$ cat src/rtl/ladybird_icache_pkg.sv
// rtl/ladybird_icache_pkg.sv - shared configuration for the ladybird instruction cache
package ladybird_icache_pkg;

  localparam int XLEN         = 32;
  localparam int ICACHE_LINES = 16;

  function automatic int tag_width(input int lines);
    return XLEN - $clog2(lines) - 2;
  endfunction

endpackage

$ cat src/rtl/ladybird_icache_if.sv
// rtl/ladybird_icache_if.sv - core-side and MMU-side fetch handshakes of the icache
interface ladybird_icache_if;
  import ladybird_icache_pkg::*;

  logic [XLEN-1:0] c_pc;
  logic            c_pc_valid;
  logic            c_pc_ready;
  logic [XLEN-1:0] c_inst;
  logic            c_inst_valid;
  logic [XLEN-1:0] m_pc;
  logic            m_pc_valid;
  logic            m_pc_ready;
  logic [XLEN-1:0] m_inst;
  logic            m_inst_valid;

  modport slave (
    input  c_pc, c_pc_valid, m_pc_ready, m_inst, m_inst_valid,
    output c_pc_ready, c_inst, c_inst_valid, m_pc, m_pc_valid
  );

  modport master (
    output c_pc, c_pc_valid, m_pc_ready, m_inst, m_inst_valid,
    input  c_pc_ready, c_inst, c_inst_valid, m_pc, m_pc_valid
  );

endinterface

$ cat src/rtl/ladybird_icache_ram.sv
// rtl/ladybird_icache_ram.sv - tag+data line storage, synchronous write, combinational read
module ladybird_icache_ram #(
  parameter int LINES  = 16,
  parameter int TAG_W  = 26,
  parameter int DATA_W = 32,
  parameter int IDX_W  = $clog2(LINES)
) (
  input  logic              clk,
  input  logic              we,
  input  logic [IDX_W-1:0]  waddr,
  input  logic [TAG_W-1:0]  wtag,
  input  logic [DATA_W-1:0] wdata,
  input  logic [IDX_W-1:0]  raddr,
  output logic [TAG_W-1:0]  rtag,
  output logic [DATA_W-1:0] rdata
);

  logic [TAG_W-1:0]  tag_mem  [LINES];
  logic [DATA_W-1:0] data_mem [LINES];

  always_ff @(posedge clk) begin
    if (we) begin
      tag_mem[waddr]  <= wtag;
      data_mem[waddr] <= wdata;
    end
  end

  assign rtag  = tag_mem[raddr];
  assign rdata = data_mem[raddr];

endmodule

$ cat src/rtl/ladybird_icache.sv
// rtl/ladybird_icache.sv - direct-mapped one-word-per-line instruction cache between core fetch and MMU
module ladybird_icache
  import ladybird_icache_pkg::*;
#(
  parameter int LINES = ICACHE_LINES
) (
  input  logic              clk,
  input  logic              rst,
  ladybird_icache_if.slave  bus,
  input  logic              flush,
  output logic [31:0]       hit_count,
  output logic [31:0]       miss_count
);

  localparam int IDX_W = $clog2(LINES);
  localparam int TAG_W = tag_width(LINES);

  typedef enum logic [1:0] {IDLE, LOOKUP, MISS_REQ, MISS_WAIT} icache_state_t;

  icache_state_t   state_q, state_d;
  logic [XLEN-1:0] req_pc_q;
  logic [LINES-1:0] valid_q;
  logic            flush_pend_q;
  logic [XLEN-1:0] c_inst_q;
  logic            c_inst_valid_q;
  logic [XLEN-1:0] m_pc_q;
  logic            m_pc_valid_q;

  logic [IDX_W-1:0] req_idx;
  logic [TAG_W-1:0] req_tag;
  logic [TAG_W-1:0] rd_tag;
  logic [XLEN-1:0]  rd_data;
  logic             accept, hit, refill_done, refill_alloc;

  assign req_idx = req_pc_q[IDX_W+1:2];
  assign req_tag = req_pc_q[XLEN-1:IDX_W+2];

  assign bus.c_pc_ready   = (state_q == IDLE) && !flush;
  assign bus.c_inst       = c_inst_q;
  assign bus.c_inst_valid = c_inst_valid_q;
  assign bus.m_pc         = m_pc_q;
  assign bus.m_pc_valid   = m_pc_valid_q;

  assign accept       = bus.c_pc_valid && bus.c_pc_ready;
  // A flush landing on the lookup cycle must not return a line it is invalidating.
  assign hit          = valid_q[req_idx] && (rd_tag == req_tag) && !flush;
  assign refill_done  = (state_q == MISS_WAIT) && bus.m_inst_valid;
  assign refill_alloc = refill_done && !flush_pend_q && !flush;

  ladybird_icache_ram #(
    .LINES  (LINES),
    .TAG_W  (TAG_W),
    .DATA_W (XLEN),
    .IDX_W  (IDX_W)
  ) u_ram (
    .clk   (clk),
    .we    (refill_alloc),
    .waddr (req_idx),
    .wtag  (req_tag),
    .wdata (bus.m_inst),
    .raddr (req_idx),
    .rtag  (rd_tag),
    .rdata (rd_data)
  );

  always_ff @(posedge clk or posedge rst) begin
    if (rst) state_q <= IDLE;
    else     state_q <= state_d;
  end

  always_comb begin
    state_d = state_q;
    case (state_q)
      IDLE:      if (accept) state_d = LOOKUP;
      LOOKUP:    state_d = hit ? IDLE : MISS_REQ;
      MISS_REQ:  if (bus.m_pc_ready) state_d = MISS_WAIT;
      MISS_WAIT: if (bus.m_inst_valid) state_d = IDLE;
      default:   state_d = IDLE;
    endcase
  end

  always_ff @(posedge clk or posedge rst) begin
    if (rst) begin
      req_pc_q       <= '0;
      valid_q        <= '0;
      flush_pend_q   <= 1'b0;
      c_inst_q       <= '0;
      c_inst_valid_q <= 1'b0;
      m_pc_q         <= '0;
      m_pc_valid_q   <= 1'b0;
      hit_count      <= '0;
      miss_count     <= '0;
    end else begin
      c_inst_valid_q <= 1'b0;
      if (accept) req_pc_q <= bus.c_pc;
      if (state_q == LOOKUP) begin
        if (hit) begin
          c_inst_q       <= rd_data;
          c_inst_valid_q <= 1'b1;
          hit_count      <= hit_count + 32'd1;
        end else begin
          m_pc_q       <= req_pc_q;
          m_pc_valid_q <= 1'b1;
          miss_count   <= miss_count + 32'd1;
        end
      end
      if (state_q == MISS_REQ && bus.m_pc_ready) m_pc_valid_q <= 1'b0;
      if (flush && (state_q == MISS_REQ || state_q == MISS_WAIT)) flush_pend_q <= 1'b1;
      if (refill_done) begin
        c_inst_q       <= bus.m_inst;
        c_inst_valid_q <= 1'b1;
        flush_pend_q   <= 1'b0;
      end
      if (flush)             valid_q          <= '0;
      else if (refill_alloc) valid_q[req_idx] <= 1'b1;
    end
  end

endmodule

$ cat src/flat_wrapper.sv
// flat-port wrapper written by rule: the top's interface ports become plain ports
module ladybird_icache_flat import ladybird_icache_pkg::*;
#(
  parameter int LINES = ICACHE_LINES
)
  (clk, rst, flush, hit_count, miss_count, bus_c_pc, bus_c_pc_valid, bus_m_pc_ready, bus_m_inst, bus_m_inst_valid, bus_c_pc_ready, bus_c_inst, bus_c_inst_valid, bus_m_pc, bus_m_pc_valid);
  ladybird_icache_if bus_i ();
  input  logic clk;
  input  logic rst;
  input  logic flush;
  output logic [31:0] hit_count;
  output logic [31:0] miss_count;
  input wire logic [$bits(bus_i.c_pc)-1:0] bus_c_pc;
  input wire logic [$bits(bus_i.c_pc_valid)-1:0] bus_c_pc_valid;
  input wire logic [$bits(bus_i.m_pc_ready)-1:0] bus_m_pc_ready;
  input wire logic [$bits(bus_i.m_inst)-1:0] bus_m_inst;
  input wire logic [$bits(bus_i.m_inst_valid)-1:0] bus_m_inst_valid;
  output wire logic [$bits(bus_i.c_pc_ready)-1:0] bus_c_pc_ready;
  output wire logic [$bits(bus_i.c_inst)-1:0] bus_c_inst;
  output wire logic [$bits(bus_i.c_inst_valid)-1:0] bus_c_inst_valid;
  output wire logic [$bits(bus_i.m_pc)-1:0] bus_m_pc;
  output wire logic [$bits(bus_i.m_pc_valid)-1:0] bus_m_pc_valid;
  assign bus_i.c_pc = bus_c_pc;
  assign bus_i.c_pc_valid = bus_c_pc_valid;
  assign bus_i.m_pc_ready = bus_m_pc_ready;
  assign bus_i.m_inst = bus_m_inst;
  assign bus_i.m_inst_valid = bus_m_inst_valid;
  assign bus_c_pc_ready = bus_i.c_pc_ready;
  assign bus_c_inst = bus_i.c_inst;
  assign bus_c_inst_valid = bus_i.c_inst_valid;
  assign bus_m_pc = bus_i.m_pc;
  assign bus_m_pc_valid = bus_i.m_pc_valid;
  ladybird_icache #(.LINES(LINES)) u_core (.clk(clk), .rst(rst), .bus(bus_i), .flush(flush), .hit_count(hit_count), .miss_count(miss_count));
endmodule
$ cat config.mk
export PLATFORM = sky130hd
export DESIGN_NAME = ladybird_icache_flat
export DESIGN_NICKNAME = d
export VERILOG_FILES = /design/src/rtl/ladybird_icache_pkg.sv /design/src/rtl/ladybird_icache_if.sv /design/src/rtl/ladybird_icache_ram.sv /design/src/rtl/ladybird_icache.sv /design/src/flat_wrapper.sv
export SDC_FILE = /design/constraint.sdc
export NUM_CORES = 1
export LEC_CHECK = 0
export ABC_CLOCK_PERIOD_IN_PS = 12500
export CORE_UTILIZATION = 65
export DETAILED_ROUTE_END_ITERATION = 16
export PLACE_DENSITY_LB_ADDON = 0.25
export SLEW_MARGIN = 15
export SYNTH_ARGS = -nofsm -noshare
export SYNTH_HDL_FRONTEND = slang
export SYNTH_HIERARCHICAL = 1
export SYNTH_SLANG_ARGS = --single-unit
$ cat constraint.sdc
create_clock -name clk -period 12.5 [get_ports clk]
set_input_delay 1.25 -clock clk [delete_from_list [all_inputs] [get_ports clk]]
set_output_delay 1.25 -clock clk [all_outputs]
set_load 0.05 [all_outputs]
After elaboration in Yosys (flattened, before gate mapping) --
Memories as Yosys holds them, arrays and structs flattened. Index checks and enable logic that the tools add are counted.
Operators by class: muxes and demuxes 24, bitwise gates (word level) 2, add/sub/neg operators 2, equal/unequal tests 8, order comparisons 2, reductions and logical operators 24
Operators with widths (number):
- $mux 32 | 3
- $add 32x1->32 const B | 2
- $mux 16 | 2
- $eq 26x26->1 | 1
- $or 16x16->16 | 1
- $mux 1 | 12
- $logic_and 1x1->1 | 10
- $reduce_bool 2->1 | 5
- $mux 2 | 4
- $pmux 2 s4 | 1
- $reduce_and 2->1 | 4
- $ne 2x2->1 const B | 3
- $lt 4x5->1 const B | 1
- $bmux 1 s4 | 1
- $demux 1 s4 | 1
- $eq 2x2->1 const B | 2
- $ge 4x1->1 const B | 1
- $reduce_and 3->1 | 1
- $eq 2x1->1 const B | 1
- $logic_not 1->1 | 2
- $logic_not 2->1 | 1
- $ne 2x1->1 const B | 1
- $logic_or 1x1->1 | 1
- $not 1->1 | 1
Storage, ports and cells: input port bits 70, memory bits (writable) 928, word-level logic and storage cells 74, output and inout bits 131, register bits 181, memories kept 2
Memories:
- u_core.u_ram.data_mem | words 16, bits a word 32, rd ports 1, clocked after Yosys merged registers in 0, wr ports 1, RTL line ladybird_icache_ram.sv:19 | logic [DATA_W-1:0] data_mem [LINES];
- u_core.u_ram.tag_mem | words 16, bits a word 26, rd ports 1, clocked after Yosys merged registers in 0, wr ports 1, RTL line ladybird_icache_ram.sv:18 | logic [TAG_W-1:0] tag_mem [LINES];

Depth between registers and ports, before layout --
Gate-level depths: netlist (run 1).
word-level depth 7, mapped depth 14, depth with buffers taken out 9

By module --
The synthesis (run 1) kept the hierarchy.
Modules (own cells, without submodules):
- ladybird_icache_ram | area an instance 34730.8 µm², cells an instance 1438, instances 1, seq. area each 27866.7 µm²
- ladybird_icache | area an instance 8137.8 µm², cells an instance 705, instances 1, seq. area each 4529.3 µm²

Worst setup path after synthesis (run 1) --
OpenSTA, ideal clock, no wires.
path type input to register, from input flush, to memory u_core.u_ram.data_mem[0][0], enable pin, arrival 6.410 ns, stages on the path 5, path buffers 1, library setup time 0.545 ns, setup slack 5.545 ns, data required time 11.955 ns, path through clkbuf_1 > or3_1 > inv_1 > or3b_2 > nor3_1
Between the ends: word-level cells in the longest chain between the ends 4
Ends and longest elaborated chain:
- start: declaration | RTL line flat_wrapper.sv:10 | input logic flush;
- $logic_not 1->1 | RTL line ladybird_icache.sv:48 | assign refill_alloc = refill_done && !flush_pend_q && !flush;
- $logic_and 1x1->1 | RTL line ladybird_icache.sv:48
- named net u_core.refill_alloc | RTL line ladybird_icache.sv:33 | logic accept, hit, refill_done, refill_alloc;
- $mux 1 | RTL line ladybird_icache_ram.sv:22 | if (we) begin
- $mux 1 (not written as such) | RTL line ladybird_icache_ram.sv:24 | data_mem[waddr] <= wdata;
- end: declaration | RTL line ladybird_icache_ram.sv:19
The timed path passes the listed nets, and every way through them passes these cells.

Final worst setup path (run 1) --
from register u_core.req_pc_q[3], to register u_core.hit_count[20]
Between the ends: word-level cells in the longest chain between the ends 5, elaborated cells between the ends (all ways) 7
Ends and longest elaborated chain:
- start: declaration | RTL line ladybird_icache.sv:21 | logic [XLEN-1:0] req_pc_q;
- start signal: assignment | RTL line ladybird_icache.sv:95 | if (accept) req_pc_q <= bus.c_pc;
- $mem_v2 16x26
- named net u_core.rd_tag[25] | RTL line ladybird_icache.sv:31 | logic [TAG_W-1:0] rd_tag;
- $eq 26x26->1 | RTL line ladybird_icache.sv:46 | assign hit = valid_q[req_idx] && (rd_tag == req_tag) && !flush;
- $logic_and 1x1->1 (2 in a row) | RTL line ladybird_icache.sv:46
- $reduce_and 2->1 (no line)
- end signal: assignment | RTL line ladybird_icache.sv:100 | hit_count <= hit_count + 32'd1;
- end: declaration | RTL line ladybird_icache.sv:11 | output logic [31:0] hit_count,
The timed path passes the listed nets, and every way through them passes these cells. The select of a mux whose other input is x is not followed. A chain may end at the register's enable or synchronous reset.

==> results of run 1 <==
==> routing by layer <==
| metal | up-vias | part of all wire (%) |
|---|---|---|
| met4 | 2 | 3.8 |
| met3 | 268 | 8.9 |
| met1 | 11700 | 35 |
| met2 | 1426 | 52 |
| li1 | 9129 | - |
| met5 | - | 0.013 |
==> metrics by stage <==
step | worst slack (ns) | utilization (%) | cell area, um2
floorplan | 5.54 | - | 42900
global placement | 6.54 | 70.6 | 45800
detailed placement | 6.43 | 70.6 | 45800
CTS | 6.37 | 75.8 | 49100
global route | 6.12 | 75.8 | 49100
finish | 6.34 | 75.8 | 49100
==> power groups by stage <==
stage | Combinational (mW) | Sequential [mW] | Clock (mW)
6_report | 2.99 | 4.79 | 3.09
5_1_grt | 3.15 | 4.83 | 3.26
4_1_cts | 3.00 | 4.78 | 3.13
3_5_place_dp | 2.94 | 4.86 | 0
3_3_place_gp | 2.88 | 4.83 | 0
2_1_floorplan | 1.83 | 5.08 | 0
==> layout make-up <==
type	instances	area, um2	share of cell area (%)
Sequential cell	1109	32400	66.0
Multi-Input combinational cell	902	9920	20.2
Clock buffer	141	2880	5.85
Timing Repair Buffer	236	2300	4.69
Tap cell	855	1070	2.18
Clock inverter	56	470	0.958
Inverter	20	82.6	0.168
==> worst paths after layout <==
path | from | to | cells after the start
min in group asynchronous | rst | u_core/miss_count[4] | 2
max reg2reg | u_core/req_pc_q[3] | u_core/hit_count[20] | 11
min | u_core/miss_count[31] | u_core/miss_count[31] | 1
max | u_core/req_pc_q[3] | u_core/hit_count[20] | 11
max in group asynchronous | rst | u_core/req_pc_q[2] | 3
min reg2reg | u_core/miss_count[31] | u_core/miss_count[31] | 1
==> flip-flops by register name (all words and copies together), names as in the netlist, named ones only <==
name and count:
u_core/u_ram/data_mem 512, u_core/u_ram/tag_mem 416, u_core/bus.c_inst 32, u_core/bus.m_pc 32, u_core/hit_count 32, u_core/miss_count 32
u_core/req_pc_q 32, u_core/valid_q 16, u_core/bus.c_inst_valid 1, u_core/bus.m_pc_valid 1, u_core/flush_pend_q 1, u_core/state_q 1
==> layout by cell type (no fill, tap or decap), types with 15 or more instances in the layout <==
cell type        instances
edfxtp_1               928
mux4_2                 236
clkdlybuf4s50_1        200
dfrtp_1                179
nand2_1                147
a22oi_1                116
clkbuf_16              107
xnor2_1                 70
mux2_2                  47
nor2_1                  41
buf_4                   34
a31oi_1                 33
nand4_1                 32
clkbuf_1                27
clkinv_2                26
nand3_1                 24
and3_1                  20
inv_1                   19
xor2_1                  18
mux2_4                  18
o22ai_1                 16
clkinv_1                15
==> cells by family after synthesis <==
family          after synthesis  share of synthesized area, %
compound gates              170                          2.83
xor+xnor                     88                          1.80
fa+ha+maj                     2                        0.0584
buf+inv                     132                          1.64
flops                      1109                          75.6
mux                         304                          14.3
simple gates                338                          3.76
==> metrics.txt, run 1 <==
# TYPE chip_impl_metric gauge
chip_impl_metric{name="tns",unit="ns"} 0
chip_impl_metric{name="floorplan.die_area",unit="um2"} 67000
chip_impl_metric{name="use_met3",unit="%"} 4.80
chip_impl_metric{name="share_of_total_power_in_combinational_logic",unit="%"} 27.5
chip_impl_metric{name="max_freq",unit="MHz"} 162
chip_impl_metric{name="slew_viol_final",unit=""} 0
chip_impl_info{name="timing.hold.worst.class",value="reg -> reg"} 1
chip_impl_metric{name="gp_congestion",unit=""} 0.781
chip_impl_info{name="synth_largest_area_cell",value="edfxtp_1"} 1
chip_impl_metric{name="floorplan.die.width",unit="um"} 259
chip_impl_metric{name="post_drt_via_cell_ratio",unit=""} 6.80
chip_impl_metric{name="share_clk_of_total_power",unit="%"} 28.4
chip_impl_metric{name="post_cts_hold_buffer_count",unit=""} 0
chip_impl_metric{name="maximum_buffer_depth_of_the_clock_tree",unit=""} 3
chip_impl_metric{name="post-cts-setup-buffer-count",unit=""} 0
chip_impl_metric{name="initial_core_utilization",unit="%"} 66.1
chip_impl_info{name="ys_top_cells_by_count",value="928 x edfxtp_1, 236 x mux4_2, 181 x dfrtp_1, 147 x nand2_1, 116 x a22oi_1"} 1
chip_impl_metric{name="placedCellCount",unit=""} 3121
chip_impl_metric{name="io_pins",unit=""} 201
chip_impl_metric{name="detail_route.drc_violations",unit=""} 0
chip_impl_info{name="status",value="complete, no violations"} 1
chip_impl_metric{name="total_switching_power",unit="mW"} 3.43
chip_impl_info{name="unrepaired_setup_endpoints_after_global_routing",value="false"} 1
chip_impl_metric{name="port_buffers",unit=""} 200
chip_impl_metric{name="tritoncts.num_buffers",unit=""} 105
chip_impl_info{name="tritoncts",value="yes"} 1
chip_impl_metric{name="ir_worst_vdd",unit="mV"} 0.195
chip_impl_info{name="path_class",value="reg -> reg"} 1
chip_impl_metric{name="fin_crit",unit="ns"} 6.16
chip_impl_metric{name="switching_share",unit="%"} 31.6
chip_impl_metric{name="routedWlPerCell",unit="um"} 30.7
chip_impl_metric{name="worst_pin_slew",unit="ns"} 1.24
chip_impl_metric{name="instances_no_fill",unit=""} 3319
chip_impl_metric{name="cellPowerDensity",unit="nW/um2"} 221
chip_impl_metric{name="synthesis.instances",unit=""} 2143
chip_impl_info{name="start_kind",value="register"} 1
chip_impl_metric{name="met2_usage",unit="%"} 53.2
chip_impl_metric{name="clock_latency",unit="ns"} 0.69
chip_impl_info{name="top_family_by_delay_on_critical_path",value="simple AND/OR/NAND/NOR gates"} 1
chip_impl_metric{name="seq_power_share",unit="%"} 44.1
chip_impl_metric{name="p_int",unit="mW"} 7.44
chip_impl_info{name="globalRoute.busiestLayer",value="met2"} 1
chip_impl_metric{name="cts-htree-levels",unit=""} 3
chip_impl_metric{name="ratio_of_cells_with_drive_above_1_in_the_final_layout",unit="%"} 21.4
chip_impl_metric{name="die_height",unit="um"} 259
chip_impl_info{name="synth.top_cells.by_area",value="edfxtp_1 65%, mux4_2 12%, dfrtp_1 11%"} 1
chip_impl_metric{name="finalNetCount",unit=""} 2446
chip_impl_metric{name="postSynth.asyncResetShare",unit="%"} 16.3
chip_impl_metric{name="totalPowerFinal",unit="mW"} 10.9
chip_impl_metric{name="cts.clk_slew.worst_paths",unit="ns"} 0.06
chip_impl_metric{name="clk_sinks",unit=""} 1109
chip_impl_metric{name="synthToLayoutAreaGrowth",unit="%"} 14.6
chip_impl_metric{name="ff2ff_setup_slack",unit="ns"} 6.34
chip_impl_metric{name="dp_hpwl",unit="mm"} 48.7
chip_impl_metric{name="synth_warnings",unit=""} 6
chip_impl_metric{name="cts-resized-gates",unit=""} 0
chip_impl_metric{name="drt_first_pass_iters",unit=""} 5
chip_impl_metric{name="critPathMaxStageDelay",unit="ns"} 0.91
chip_impl_metric{name="timing_hold_violations_final",unit=""} 0
chip_impl_metric{name="floorplan.rows",unit=""} 93
chip_impl_metric{name="synth_edf_count",unit=""} 928
chip_impl_info{name="ctsRootBufferMaster",value="clkbuf_16"} 1
chip_impl_metric{name="grt_antenna_before_repair",unit=""} 2
chip_impl_metric{name="timing.critical_path.buf_inv",unit=""} 2
chip_impl_metric{name="cap_violations",unit=""} 0
chip_impl_metric{name="syn-cell-area",unit="um2"} 42900
chip_impl_metric{name="hold_slack",unit="ns"} 0.475
chip_impl_metric{name="fin_crit_share",unit="%"} 49.3
chip_impl_metric{name="fraction_of_the_yosys_area_taken_by_sequential_cells",unit="%"} 75.6
chip_impl_metric{name="worst-endpoint-required",unit="ns"} 13.07
chip_impl_metric{name="final.fill_count",unit=""} 3390
chip_impl_metric{name="setup_viol",unit=""} 0
chip_impl_info{name="critPathCaptureType",value="register"} 1
chip_impl_metric{name="grt_start_max_net_pins",unit=""} 118
chip_impl_metric{name="grt.total_usage",unit="%"} 31.4
chip_impl_metric{name="antenna_cells_inserted",unit=""} 0
chip_impl_metric{name="leakage_power_total",unit="nW"} 16.4
chip_impl_metric{name="synth_cell_type_count",unit=""} 42
chip_impl_metric{name="core",unit="um2"} 64800
chip_impl_metric{name="post_synth.cell_area_avg",unit="um2"} 20.0
chip_impl_metric{name="largest_driver_fanout_on_the_critical_path",unit=""} 72
chip_impl_info{name="critical-path-slowest-cell",value="buf_4"} 1
chip_impl_metric{name="yosysTopAreaCellShare",unit="%"} 65.0
chip_impl_metric{name="initialDrtViolationCount",unit=""} 2551
chip_impl_info{name="critical_path.cell_chain",value="buf_4 -> buf_4 -> mux4_2 -> a22oi_1 -> nand2_1 -> xor2_1 -> or4_4 -> nor4_4 -> nand3_4 -> nor4_1 -> xor2_1"} 1
chip_impl_metric{name="final.setup_skew",unit="ns"} 0.0346
chip_impl_metric{name="detailroute.via_count",unit=""} 22600
chip_impl_metric{name="critPathArrivalTime",unit="ns"} 6.73
chip_impl_metric{name="yosys_register_bits",unit=""} 1109
chip_impl_metric{name="drt_wl_total",unit="mm"} 102
chip_impl_metric{name="maxSlewHeadroom",unit="%"} 17.1
chip_impl_metric{name="syn-num-nets",unit=""} 2215
chip_impl_metric{name="via_count_of_the_first_global_routing_pass",unit=""} 23800
chip_impl_metric{name="gr-total-overflow",unit=""} 0
chip_impl_metric{name="grt_pass1_wl",unit="mm"} 151
chip_impl_info{name="yosys.cell_count.top_type",value="edfxtp_1"} 1
chip_impl_metric{name="met1_track_usage_gr",unit="%"} 41.1
chip_impl_metric{name="ant_nets",unit=""} 0
chip_impl_info{name="synth_top_flop_cell",value="edfxtp_1"} 1
(Power assumes the default switching activity.)
==> run 2, diff against run 1 <==
Settings changed: ABC_CLOCK_PERIOD_IN_PS 12500 to 5400, CORE_UTILIZATION 65 to 54.
Clock period 12.5 ns to 5.4 ns, I/O delays scaled along.
==> metrics.txt, run 2 (synthesized netlist as in run 1, its figures left out) <==
# TYPE chip_impl_metric gauge
chip_impl_metric{name="floorplan.die.width",unit="um"} 284
chip_impl_metric{name="maximum_buffer_depth_of_the_clock_tree",unit=""} 3
chip_impl_info{name="tritoncts",value="yes"} 1
chip_impl_info{name="largest_register",value="u_core/u_ram/data_mem"} 1
chip_impl_metric{name="ir_worst_vdd",unit="mV"} 0.408
chip_impl_metric{name="grt_start_max_net_pins",unit=""} 132
chip_impl_metric{name="gr-total-overflow",unit=""} 0
chip_impl_metric{name="floorplan.die_area",unit="um2"} 80500
chip_impl_metric{name="instances_no_fill",unit=""} 3545
chip_impl_metric{name="cts-htree-levels",unit=""} 3
chip_impl_metric{name="totalPowerFinal",unit="mW"} 26.0
chip_impl_metric{name="finalNetCount",unit=""} 2480
chip_impl_metric{name="maxSlewHeadroom",unit="%"} 34.3
chip_impl_metric{name="cap_violations",unit=""} 0
chip_impl_metric{name="critPathArrivalTime",unit="ns"} 5.28
chip_impl_metric{name="fin_crit_share",unit="%"} 87.2
chip_impl_info{name="status",value="complete, no violations"} 1
chip_impl_info{name="regs_by_ff_count",value="u_core/u_ram/data_mem x512, u_core/u_ram/tag_mem x416"} 1
chip_impl_info{name="critical-path-slowest-cell",value="dfrtp_4"} 1
chip_impl_info{name="critical_path.cell_chain",value="buf_12 -> buf_4 -> mux4_2 -> a22oi_1 -> nand2_1 -> xnor2_1 -> nand4_1 -> nor4_1 -> and3_2 -> buf_12 -> nand2_1 -> a31oi_1"} 1
chip_impl_info{name="most_frequent_cells_in_the_layout",value="928 x edfxtp_1, 236 x mux4_2, 200 x clkdlybuf4s50_1, 179 x dfrtp_1, 147 x nand2_1"} 1
chip_impl_metric{name="cts-resized-gates",unit=""} 0
chip_impl_info{name="path_class",value="reg -> reg"} 1
chip_impl_metric{name="floorplan.rows",unit=""} 102
chip_impl_metric{name="slew_viol_final",unit=""} 0
chip_impl_metric{name="worst_pin_slew",unit="ns"} 0.986
chip_impl_metric{name="core",unit="um2"} 78000
chip_impl_metric{name="post_cts_hold_buffer_count",unit=""} 0
chip_impl_metric{name="io_pins",unit=""} 201
chip_impl_metric{name="detailroute.via_count",unit=""} 21800
chip_impl_metric{name="detail_route.drc_violations",unit=""} 0
chip_impl_metric{name="timing_hold_violations_final",unit=""} 0
chip_impl_metric{name="port_buffers",unit=""} 200
chip_impl_metric{name="grt.total_usage",unit="%"} 24.4
chip_impl_info{name="start_kind",value="register"} 1
chip_impl_metric{name="ratio_of_cells_with_drive_above_1_in_the_final_layout",unit="%"} 23.2
chip_impl_metric{name="routedWlPerCell",unit="um"} 27.3
chip_impl_info{name="timing.hold.worst.class",value="in -> async"} 1
chip_impl_metric{name="drt_wl_total",unit="mm"} 96.7
chip_impl_metric{name="tns",unit="ns"} 0
chip_impl_metric{name="worst-endpoint-required",unit="ns"} 5.98
chip_impl_info{name="critPathCaptureType",value="register"} 1
chip_impl_metric{name="cts.clk_slew.worst_paths",unit="ns"} 0.06
chip_impl_metric{name="grt_pass1_wl",unit="mm"} 146
chip_impl_metric{name="largest_driver_fanout_on_the_critical_path",unit=""} 42
chip_impl_info{name="layout_commonest_cell",value="edfxtp_1"} 1
chip_impl_metric{name="cellPowerDensity",unit="nW/um2"} 516
chip_impl_metric{name="drt_first_pass_iters",unit=""} 5
chip_impl_metric{name="fin_crit",unit="ns"} 4.71
chip_impl_metric{name="leakage_power_total",unit="nW"} 16.9
chip_impl_metric{name="die_height",unit="um"} 284
chip_impl_metric{name="placedCellCount",unit=""} 3337
chip_impl_metric{name="via_count_of_the_first_global_routing_pass",unit=""} 22800
chip_impl_metric{name="ant_nets",unit=""} 0
chip_impl_metric{name="gp_congestion",unit=""} 0.801
chip_impl_metric{name="final_cell_utilization_of_the_core",unit="%"} 64.5
chip_impl_metric{name="final.setup_skew",unit="ns"} 0.0262
chip_impl_metric{name="setup_viol",unit=""} 0
chip_impl_metric{name="critPathMaxStageDelay",unit="ns"} 0.99
chip_impl_metric{name="grt_antenna_before_repair",unit=""} 1
chip_impl_metric{name="clk_sinks",unit=""} 1109
chip_impl_info{name="ctsRootBufferMaster",value="clkbuf_16"} 1
chip_impl_metric{name="tritoncts.num_buffers",unit=""} 109
chip_impl_metric{name="dp_hpwl",unit="mm"} 51.5
chip_impl_metric{name="largest_reg_flops",unit=""} 512
chip_impl_metric{name="post_drt_via_cell_ratio",unit=""} 6.16
chip_impl_metric{name="synthToLayoutAreaGrowth",unit="%"} 17.3
chip_impl_metric{name="final.fill_count",unit=""} 5107
chip_impl_metric{name="antenna_cells_inserted",unit=""} 0
chip_impl_info{name="unrepaired_setup_endpoints_after_global_routing",value="false"} 1
chip_impl_metric{name="initialDrtViolationCount",unit=""} 2141
chip_impl_metric{name="post-cts-setup-buffer-count",unit=""} 0
chip_impl_metric{name="max_freq",unit="MHz"} 212
chip_impl_metric{name="initial_core_utilization",unit="%"} 55.0
chip_impl_metric{name="clock_latency",unit="ns"} 0.68
[run 2: cell count changes in the layout (fill, tap and decap cells not counted), moves of 7 or more]
cell	before	now
bufinv_16	6	15
buf_12	1	17
clkbuf_16	107	114
clkinv_1	15	8
buf_4	34	49
clkbuf_8	7	15
[run 2: cell type report]
type	count	area, um2	share of cell area (%)
sequential	1109	32400	64.5
timing repair buffer	266	2710	5.39
clock inverter	58	702	1.40
multi-input combinational	902	9940	19.8
inverter	20	78.8	0.157
tap	1040	1300	2.59
clock buffer	150	3140	6.24
[run 2: worst max-delay path: cells and delay by family (launching register included)]
family          cells  cell delay, ns
mux                 1            0.55
buf+inv             3            0.88
simple gates        5            1.55
xor+xnor            1            0.16
compound gates      2            0.43
flops               1            0.99
[run 2: stage by stage]
stage | hold WS [ns] | cell area [um2] | setup WS (ns)
floorplan | 0.475 | 42900 | 0.727
global placement | 0.465 | 46400 | 0.715
detailed placement | 0.472 | 46400 | 0.652
CTS | 0.379 | 50300 | 0.620
global route | 0.398 | 50300 | 0.292
finish | 0.374 | 50300 | 0.693
[run 2: path summary, 6_finish.rpt]
check                      cells after the start                    end             startpoint  slack [ns]
hold reg to reg                                1  u_core/miss_count[31]  u_core/miss_count[31]        0.48
setup reg to reg                              12  u_core/bus.c_inst[21]     u_core/req_pc_q[2]        0.69
min in group clk                               2    u_core/req_pc_q[26]           bus_c_pc[26]        0.47
setup / recovery                              12  u_core/bus.c_inst[21]     u_core/req_pc_q[2]        0.69
hold / removal                                 3     u_core/bus.m_pc[0]                    rst        0.37
max in group asynchronous                      3     u_core/req_pc_q[2]                    rst        4.13
[run 2: per-layer routing]
metal  vias to the layer above  global-route usage (%)  wire length [um]
met5                         -                       0                13
met4                         2                    6.34              2280
met3                       175                    3.43              6420
met2                       917                    41.3             49600
met1                     11500                    33.6             38500
li1                       9210                       -                 -
[run 2: power breakdown]
group | total, mW | internal, mW | leakage [nW] | switching (mW)
logic | 6.90 | 3.09 | 4.37 | 3.81
registers | 11.1 | 10.2 | 10.6 | 0.901
clock network | 7.96 | 4.79 | 1.89 | 3.17
